File: config.mk
export PLATFORM = sky130hd
export DESIGN_NAME = sub_serial
export DESIGN_NICKNAME = d
export VERILOG_FILES = /design/src/rtl/sub_serial_pkg.sv /design/src/rtl/sub_full.sv /design/src/rtl/sub_serial.sv
export SDC_FILE = /design/constraint.sdc
export NUM_CORES = 1
export LEC_CHECK = 0
export ABC_AREA = 1
export BUFFER_PORTS_ARGS = -buffer_cell sky130_fd_sc_hd__buf_2
export CAP_MARGIN = 0
export CORE_ASPECT_RATIO = 1.1
export CORE_MARGIN = 10
export CORE_UTILIZATION = 50
export CTS_BUF_LIST = sky130_fd_sc_hd__clkbuf_8 sky130_fd_sc_hd__clkbuf_16
export CTS_CLUSTER_DIAMETER = 120
export DETAILED_ROUTE_END_ITERATION = 8
export GPL_TIMING_DRIVEN = 1
export HOLD_SLACK_MARGIN = 0.05
export PLACE_DENSITY_LB_ADDON = 0.15
export SLEW_MARGIN = 10
export SYNTH_ARGS = -nofsm -noshare
export SYNTH_HDL_FRONTEND = slang
export SYNTH_SLANG_ARGS = --single-unit
File: constraint.sdc
create_clock -name clk -period 3.2 [get_ports clk]
set_input_delay 0 -clock clk [delete_from_list [all_inputs] [get_ports clk]]
set_output_delay 0 -clock clk [all_outputs]
set_load 0.01 [all_outputs]
File: src/rtl/sub_serial_pkg.sv
// Shared definitions for the bit-serial subtractor.
//   - state_e      : FSM state encoding (IDLE / RUN / DONE)
//   - DEFAULT_WIDTH: default operand/result width
package sub_serial_pkg;

  localparam int unsigned DEFAULT_WIDTH = 4;

  typedef enum logic [1:0] {
    ST_IDLE = 2'd0,
    ST_RUN  = 2'd1,
    ST_DONE = 2'd2
  } state_e;

endpackage

File: src/rtl/sub_full.sv
// One-bit full subtractor built from two half subtractors and an OR of their borrows.
// Ports:
//   A, B : minuend / subtrahend bit
//   Bi   : borrow in
//   D    : difference bit  A ^ B ^ Bi
//   Bo   : borrow out      (~A & B) | (~(A ^ B) & Bi)
module sub_full (
  input  logic A,
  input  logic B,
  input  logic Bi,
  output logic D,
  output logic Bo
);

  logic hd1, hb1, hb2;

  // First half subtractor: A - B
  assign hd1 = A ^ B;
  assign hb1 = ~A & B;

  // Second half subtractor: (A - B) - Bi
  assign D   = hd1 ^ Bi;
  assign hb2 = ~hd1 & Bi;

  assign Bo  = hb1 | hb2;

endmodule

File: src/rtl/sub_serial.sv
// Bit-serial subtractor: D = A - B - Bi, one bit per clock, LSB first, through a single
// full-subtractor cell. Operands enter on an in_valid/in_ready handshake; the registered
// result is held on an out_valid/out_ready handshake until accepted.
// Ports:
//   clk, rst            : clock, synchronous active-high reset
//   in_valid, in_ready  : operand handshake (in_ready high only when idle)
//   A, B, Bi            : minuend, subtrahend, borrow-in
//   out_valid, out_ready: result handshake (out_valid high only when done)
//   D, Bo, V            : difference, borrow-out, signed overflow
module sub_serial
  import sub_serial_pkg::*;
#(
  parameter int unsigned WIDTH = DEFAULT_WIDTH
) (
  input  logic             clk,
  input  logic             rst,
  input  logic             in_valid,
  output logic             in_ready,
  input  logic [WIDTH-1:0] A,
  input  logic [WIDTH-1:0] B,
  input  logic             Bi,
  output logic             out_valid,
  input  logic             out_ready,
  output logic [WIDTH-1:0] D,
  output logic             Bo,
  output logic             V
);

  localparam int unsigned CW = $clog2(WIDTH);
  localparam logic [CW-1:0] LAST = CW'(WIDTH - 1);

  state_e           state_q, state_d;
  logic [WIDTH-1:0] a_sh, b_sh, d_q;
  logic [CW-1:0]    cnt;
  logic             bw, v_q, a_msb, b_msb;
  logic             cell_d, cell_bo;
  logic             accept, last_bit;

  sub_full u_cell (
    .A  (a_sh[0]),
    .B  (b_sh[0]),
    .Bi (bw),
    .D  (cell_d),
    .Bo (cell_bo)
  );

  assign accept   = in_valid & in_ready;
  assign last_bit = (state_q == ST_RUN) && (cnt == LAST);

  always_comb begin
    state_d   = state_q;
    in_ready  = 1'b0;
    out_valid = 1'b0;
    unique case (state_q)
      ST_IDLE: begin
        in_ready = 1'b1;
        if (in_valid) state_d = ST_RUN;
      end
      ST_RUN: begin
        if (cnt == LAST) state_d = ST_DONE;
      end
      ST_DONE: begin
        out_valid = 1'b1;
        if (out_ready) state_d = ST_IDLE;
      end
      default: state_d = ST_IDLE;
    endcase
  end

  always_ff @(posedge clk) begin
    if (rst) begin
      state_q <= ST_IDLE;
      a_sh    <= '0;
      b_sh    <= '0;
      d_q     <= '0;
      cnt     <= '0;
      bw      <= 1'b0;
      v_q     <= 1'b0;
      a_msb   <= 1'b0;
      b_msb   <= 1'b0;
    end else begin
      state_q <= state_d;
      if (accept) begin
        a_sh  <= A;
        b_sh  <= B;
        bw    <= Bi;
        a_msb <= A[WIDTH-1];
        b_msb <= B[WIDTH-1];
        cnt   <= '0;
        v_q   <= 1'b0;
      end else if (state_q == ST_RUN) begin
        // Result fills from the top so that after WIDTH shifts bit 0 sits at the LSB.
        d_q  <= {cell_d, d_q[WIDTH-1:1]};
        a_sh <= a_sh >> 1;
        b_sh <= b_sh >> 1;
        bw   <= cell_bo;
        cnt  <= cnt + CW'(1);
        // The final cell output is the result MSB, so overflow is settled here.
        if (last_bit) v_q <= (a_msb ^ b_msb) & (a_msb ^ cell_d);
      end
    end
  end

  assign D  = d_q;
  assign Bo = bw;
  assign V  = v_q;

endmodule
==> results of run 1 <==
## power by group
group | internal [mW] | leakage (nW) | switching (mW)
registers | 0.266 | 0.164 | 0.0118
logic | 0.0361 | 0.354 | 0.0521
clock network | 0.167 | 0.0357 | 0.0832
## critical path, stage by stage (launching register included)
cell	delay, ps
dfxtp_1	540
inv_2	60
nor2_2	340
nand2_1	130
nand2_1	90
nand3_1	60
nor2_1	90
## sequential cells by signal, summed over array words and instances (netlist names)
signal and cells:
D 4, Bo 1, state_q 2, a_sh 4, cnt 2, b_msb 1
V 1, b_sh 4, a_msb 1
## cell families (layout without fill, tap and decap cells)
group	after synthesis	in the layout	synth area share, %
AND/OR/NAND/NOR	72	72	34.3
buffers and inverters	21	45	9.67
flip-flops	20	20	42.4
AO/OA/AOI/OAI	14	14	9.27
adder cells (fa/ha/maj)	2	2	3.44
XOR/XNOR	1	1	0.927
## path summary, 6_finish.rpt
| check | from | endpoint | slack (ps) | depth (start not counted) |
|---|---|---|---|---|
| worst max-delay path | state_q[0] | V | 1830 | 6 |
| worst min-delay path | B[1] | b_sh[1] | 70 | 5 |
| worst max register to register | state_q[0] | V | 1830 | 6 |
| worst min register to register | D[0] | D[0] | 480 | 2 |
## area by class of cell
cell class                      instances  area (sq um)
Clock inverter                          1          30.0
Clock buffer                            3          41.3
Multi-Input combinational cell         89           453
Timing Repair Buffer                   24           140
Sequential cell                        20           400
Fill cell                             167           631
Tap cell                               18          22.5
Inverter                               17          63.8
## stage by stage
step	hold WS (ps)	instances	instance area [sq um]	util, %
finish	66.8	172	1150	64.6
detailed placement	263	164	1040	58.4
floorplan	135	130	945	-
CTS	70.6	172	1150	64.6
global placement	252	164	1040	58.4
global route	138	172	1150	64.6
## layer usage
metal / global-route usage (%) / vias up / wire length, um
met5: 0 / - / 0
met4: 4.19 / 0 / 24
met3: 3.27 / 4 / 141
met2: 18.5 / 30 / 986
met1: 14.8 / 375 / 927
li1: - / 451 / -
## placed cells by master (no fill, tap or decap)
cell type / count
fa_1: 1
nor2_1: 21
nor3_1: 1
clkinv_1: 5
xor2_1: 1
nand3_1: 14
inv_1: 9
nor2_2: 1
a21oi_2: 3
o21ai_0: 4
bufinv_16: 1
dfxtp_1: 20
nand3_2: 2
nand2_2: 2
ha_1: 1
nor2_4: 1
o21ai_2: 1
o21a_1: 1
dlygate4sd3_1: 4
buf_2: 20
nand2_4: 1
o21ai_1: 3
inv_2: 3
nand2_1: 29
a21oi_1: 2
clkbuf_8: 3
## repair_timing
item                                    4_1_cts  5_1_grt
hold buffers                                  4        0
endpoints found under the setup margin        0        0
endpoints found under the hold margin         8        0
==> results.sh, run 1 <==
export IMPL_outcome="finished, final reports clean"
export IMPL_vias=860
export IMPL_clockBufferDepth=2
export IMPL_finalHoldViolCount=0
export IMPL_mappedNetlistArea_sq_um=945
export IMPL_hpwl_um=1510
export IMPL_die_y_um=65.6
export IMPL_grt_ovfl_total=0
export IMPL_drt_first_pass_iters=4
export IMPL_fin_skew_ps=4.35
export IMPL_async_flop_share_pct=0
export IMPL_area_growth_pct=21.9
export IMPL_setup_viol=0
export IMPL_drive_gt1_share_pct=24.7
export IMPL_h_tree_depth=1
export IMPL_drt_iter0_markers=36
export IMPL_final_nets=170
export IMPL_clock_latency_ps=260
export IMPL_cts_buffers=3
export IMPL_grt_pass1_wl_um=3740
export IMPL_worstPathRequired_ps=3400
export IMPL_clk_pin_slew_worst_paths_ps=80
export IMPL_yosysUniqueCellTypes=24
export IMPL_drv_cap=0
export IMPL_wl_um=2080
export IMPL_die_x_um=61.4
export IMPL_syn_mean_instance_area_sq_um=7.27
export IMPL_tns_ps=0
export IMPL_rsz0062_at_grt="no"
export IMPL_antenna_found_initial=0
export IMPL_core_area_sq_um=1780
export IMPL_cts_root_buf="clkbuf_8"
export IMPL_worst_pin_slew_ps=421
export IMPL_route_detailed_drc=0
export IMPL_startpoint_type="flip-flop"
export IMPL_synth_nets=145
export IMPL_dp_slack_ps=1870
export IMPL_powerDensity_nw_per_um2=535
export IMPL_synth_area_leaders="dfxtp_1 42%, nand2_1 12%, nor2_1 8.3%"
export IMPL_seq_area_frac_synth_pct=42.4
export IMPL_cp_max_fo=11
export IMPL_diodes=0
export IMPL_arrival_ps=1570
export IMPL_die_area_sq_um=4030
export IMPL_synth_seq_cells=20
export IMPL_drtAntennaViolNets=0
export IMPL_min_period_ps=1370
export IMPL_grt_pass1_vias=859
export IMPL_synth_cells=130
export IMPL_cts_sinks=20
export IMPL_pin_count=21
export IMPL_yosys_warnings=0
export IMPL_gp_congestion=0.814
export IMPL_initial_core_util_pct=53.0
export IMPL_grt_usage_pct=11.8
export IMPL_p_leak_nw=0.554
export IMPL_maxSlewViolCount=0
export IMPL_synth_top_area_cell="dfxtp_1"
export IMPL_finalCritPeriodShare_pct=42.7
export IMPL_grt_max_degree=13
export IMPL_vdd_ir_drop_max_uv=330
export IMPL_end_kind="flip-flop"
export IMPL_rows=16
export IMPL_path_class="flip-flop to flip-flop"
export IMPL_p_total_mw=0.616
export IMPL_synth_most_common_cell="nand2_1"
export IMPL_hp_class="input port to flip-flop"
export IMPL_yosys_area_top_type_share_pct=42.4
export IMPL_postCtsResizedCells=0
export IMPL_routedWlPerCell_um=12.1
export IMPL_vias_per_cell=5.00
export IMPL_synth_edf_count=0
export IMPL_max_freq_ghz=0.731
export IMPL_synth_ff_type="dfxtp_1"
export IMPL_netlist_top_cells_count="29 x nand2_1, 21 x nor2_1, 20 x dfxtp_1, 14 x nand3_1, 9 x inv_1"
export IMPL_slew_headroom_pct=71.9
export IMPL_cts_tree="built"
export IMPL_setup_ws_ps=1830
export IMPL_io_buffers=20
export IMPL_post_cts_buffers=0
Note: power is estimated with default switching activity, not from simulation.
==> run 2: changes to the inputs <==
==> constraint.sdc (replaced) <==
create_clock -name clk -period 1.3 [get_ports clk]
set_input_delay 0 -clock clk [delete_from_list [all_inputs] [get_ports clk]]
set_output_delay 0 -clock clk [all_outputs]
set_load 0.01 [all_outputs]
==> run 2 against run 1 <==
  * The run now ends with negative setup slack left
  * Sequential cell count did not move
  * Die area did not move
  * Cell area rose by 3.5%
  * Clock skew barely moved
  * Count of clock-buffer cells in the layout did not move
  * Critical path type unchanged
  * Critical endpoint unchanged
  * Largest power group unchanged
==> results.sh, run 2 (synthesis results as in run 1) <==
export IMPL_p_comb_share_pct=15.9
export IMPL_utilization_pct=66.9
export IMPL_internal_power_mw=1.17
export IMPL_vias_per_cell=4.95
export IMPL_slew_headroom_pct=78.8
export IMPL_die_x_um=61.4
export IMPL_die_area_sq_um=4030
export IMPL_route_detailed_drc=0
export IMPL_grt_pass1_wl_um=3700
export IMPL_maxSlewViolCount=0
export IMPL_routedWlPerCell_um=12.4
export IMPL_rsz0062_at_grt="yes"
export IMPL_finalHoldViolCount=0
export IMPL_critical_path_startpoint="b_sh[0]"
export IMPL_crit_top_cell="nor2_1"
export IMPL_grt_usage_pct=11.6
export IMPL_area_growth_pct=26.1
export IMPL_p_leak_nw=0.573
export IMPL_cts_buffers=3
export IMPL_clkPwrFrac_pct=40.2
export IMPL_hpwl_um=1610
export IMPL_powerDensity_nw_per_um2=1300
export IMPL_vias=867
export IMPL_final_nets=173
export IMPL_drt_iter0_markers=21
export IMPL_clock_latency_ps=260
export IMPL_place_area_sq_um=1070
export IMPL_path_class="flip-flop to flip-flop"
export IMPL_crit_chain="inv_2, fa_2, nor3_2, nor2_1, nor2_1"
export IMPL_setup_ws_ps=-20.4
export IMPL_cp_slowest_stage_delay_ps=600
export IMPL_worstPathRequired_ps=1460
export IMPL_critical_path_top_delay_family="adder cells"
export IMPL_post_cts_buffers=0
export IMPL_grt_max_degree=13
export IMPL_drt_first_pass_iters=4
export IMPL_arrival_ps=1480
export IMPL_vdd_ir_drop_max_uv=746
export IMPL_worst_pin_slew_ps=316
export IMPL_layout_commonest_cell="nand2_1"
export IMPL_wl_um=2170
export IMPL_pin_count=21
export IMPL_die_y_um=65.6
export IMPL_end_kind="flip-flop"
export IMPL_diodes=0
export IMPL_drive_gt1_share_pct=31.8
export IMPL_startpoint_type="flip-flop"
export IMPL_outcome="finished, violations left"
export IMPL_core_area_sq_um=1780
export IMPL_fin_skew_ps=4.09
export IMPL_hp_start="B[1]"
export IMPL_cts_tree="built"
export IMPL_antenna_found_initial=0
export IMPL_drtAntennaViolNets=0
export IMPL_min_period_ps=1320
export IMPL_max_freq_ghz=0.757
export IMPL_violations="negative setup slack"
export IMPL_r2r_start="b_sh[0]"
export IMPL_cp_max_fo=3
export IMPL_setup_viol=1
export IMPL_cts_sinks=20
export IMPL_final_area_sq_um=1190
export IMPL_seqPwrFrac_pct=43.9
export IMPL_clockBufferDepth=2
export IMPL_final_cell_mix="29 x nand2_1, 21 x nor2_1, 20 x buf_2, 18 x dfxtp_1, 12 x nand3_1"
export IMPL_reg2reg_slack_ps=-20
export IMPL_clk_pin_slew_worst_paths_ps=80
export IMPL_hp_class="input port to flip-flop"
export IMPL_cp_slowest_cell="fa_2"
export IMPL_p_sw_mw=0.379
export IMPL_h_tree_depth=1
export IMPL_drv_cap=0
export IMPL_grt_ovfl_total=0
export IMPL_grt_pass1_vias=865
export IMPL_cts_root_buf="clkbuf_8"
export IMPL_io_buffers=20
export IMPL_switching_share_pct=24.5
export IMPL_crit_buf_inv=1
export IMPL_rows=16
export IMPL_finalCritPeriodShare_pct=102
export IMPL_gp_congestion=0.818
export IMPL_initial_core_util_pct=53.0
## run 2: cell types whose count changed in the layout (fill, tap and decap cells not counted), sizes merged
cell,change
buf,+4
dlygate4sd3,-1
## run 2: layer usage
layer / part of all wire (%) / track usage, % / up-vias
li1: - / - / 456
met1: 48 / 14.2 / 388
met2: 47 / 19.1 / 21
met3: 4.0 / 2.12 / 2
met4: 0.64 / 5.03 / 0
met5: 0 / 0 / -
## run 2: worst paths after layout
check / endpoint / depth (start not counted)
max reg2reg: V / 5
min reg2reg: a_sh[3] / 2
min: b_sh[1] / 5
max: V / 5
## run 2: power groups by stage
stage | clock, mW | sequential [mW] | combinational, mW
after global placement | 0 | 0.690 | 0.224
after global routing | 0.665 | 0.685 | 0.276
after floorplan | 0 | 0.693 | 0.156
final | 0.622 | 0.679 | 0.246
after CTS | 0.633 | 0.678 | 0.240
after detailed placement | 0 | 0.691 | 0.229
## run 2: per-stage QoR
step / setup TNS (ps) / worst slack, ps / instances / hold WS, ps / power (mW)
after floorplan: 0 / 28.3 / 130 / 135 / 0.849
after global placement: 0 / 42.5 / 168 / 250 / 0.914
after detailed placement: -3.98 / -3.98 / 168 / 257 / 0.921
after CTS: -14.8 / -14.8 / 175 / 79.3 / 1.55
after global routing: -55.8 / -55.8 / 175 / 93.5 / 1.63
final: -20.4 / -20.4 / 175 / 77.5 / 1.55
## run 2: layout make-up
type | instances | area [sq um]
fill | 163 | 591
tap | 18 | 22.5
clock buffer | 3 | 41.3
clock inverter | 1 | 30.0
multi-input combinational | 89 | 470
inverter | 17 | 63.8
sequential | 20 | 403
timing repair buffer | 27 | 160
## run 2: worst register-to-register path, stage by stage (launching register included)
cell,delay (ps)
dfxtp_2,340
inv_2,40
fa_2,600
nor3_2,60
nor2_1,130
nor2_1,60
## run 2: repair_timing
item | CTS | global route
hold buffers | 3 | 0
hold endpoints to repair | 5 | 0
gates resized for setup | 2 | 6
endpoints found under the setup margin | 1 | 2
pin swaps | 4 | 3
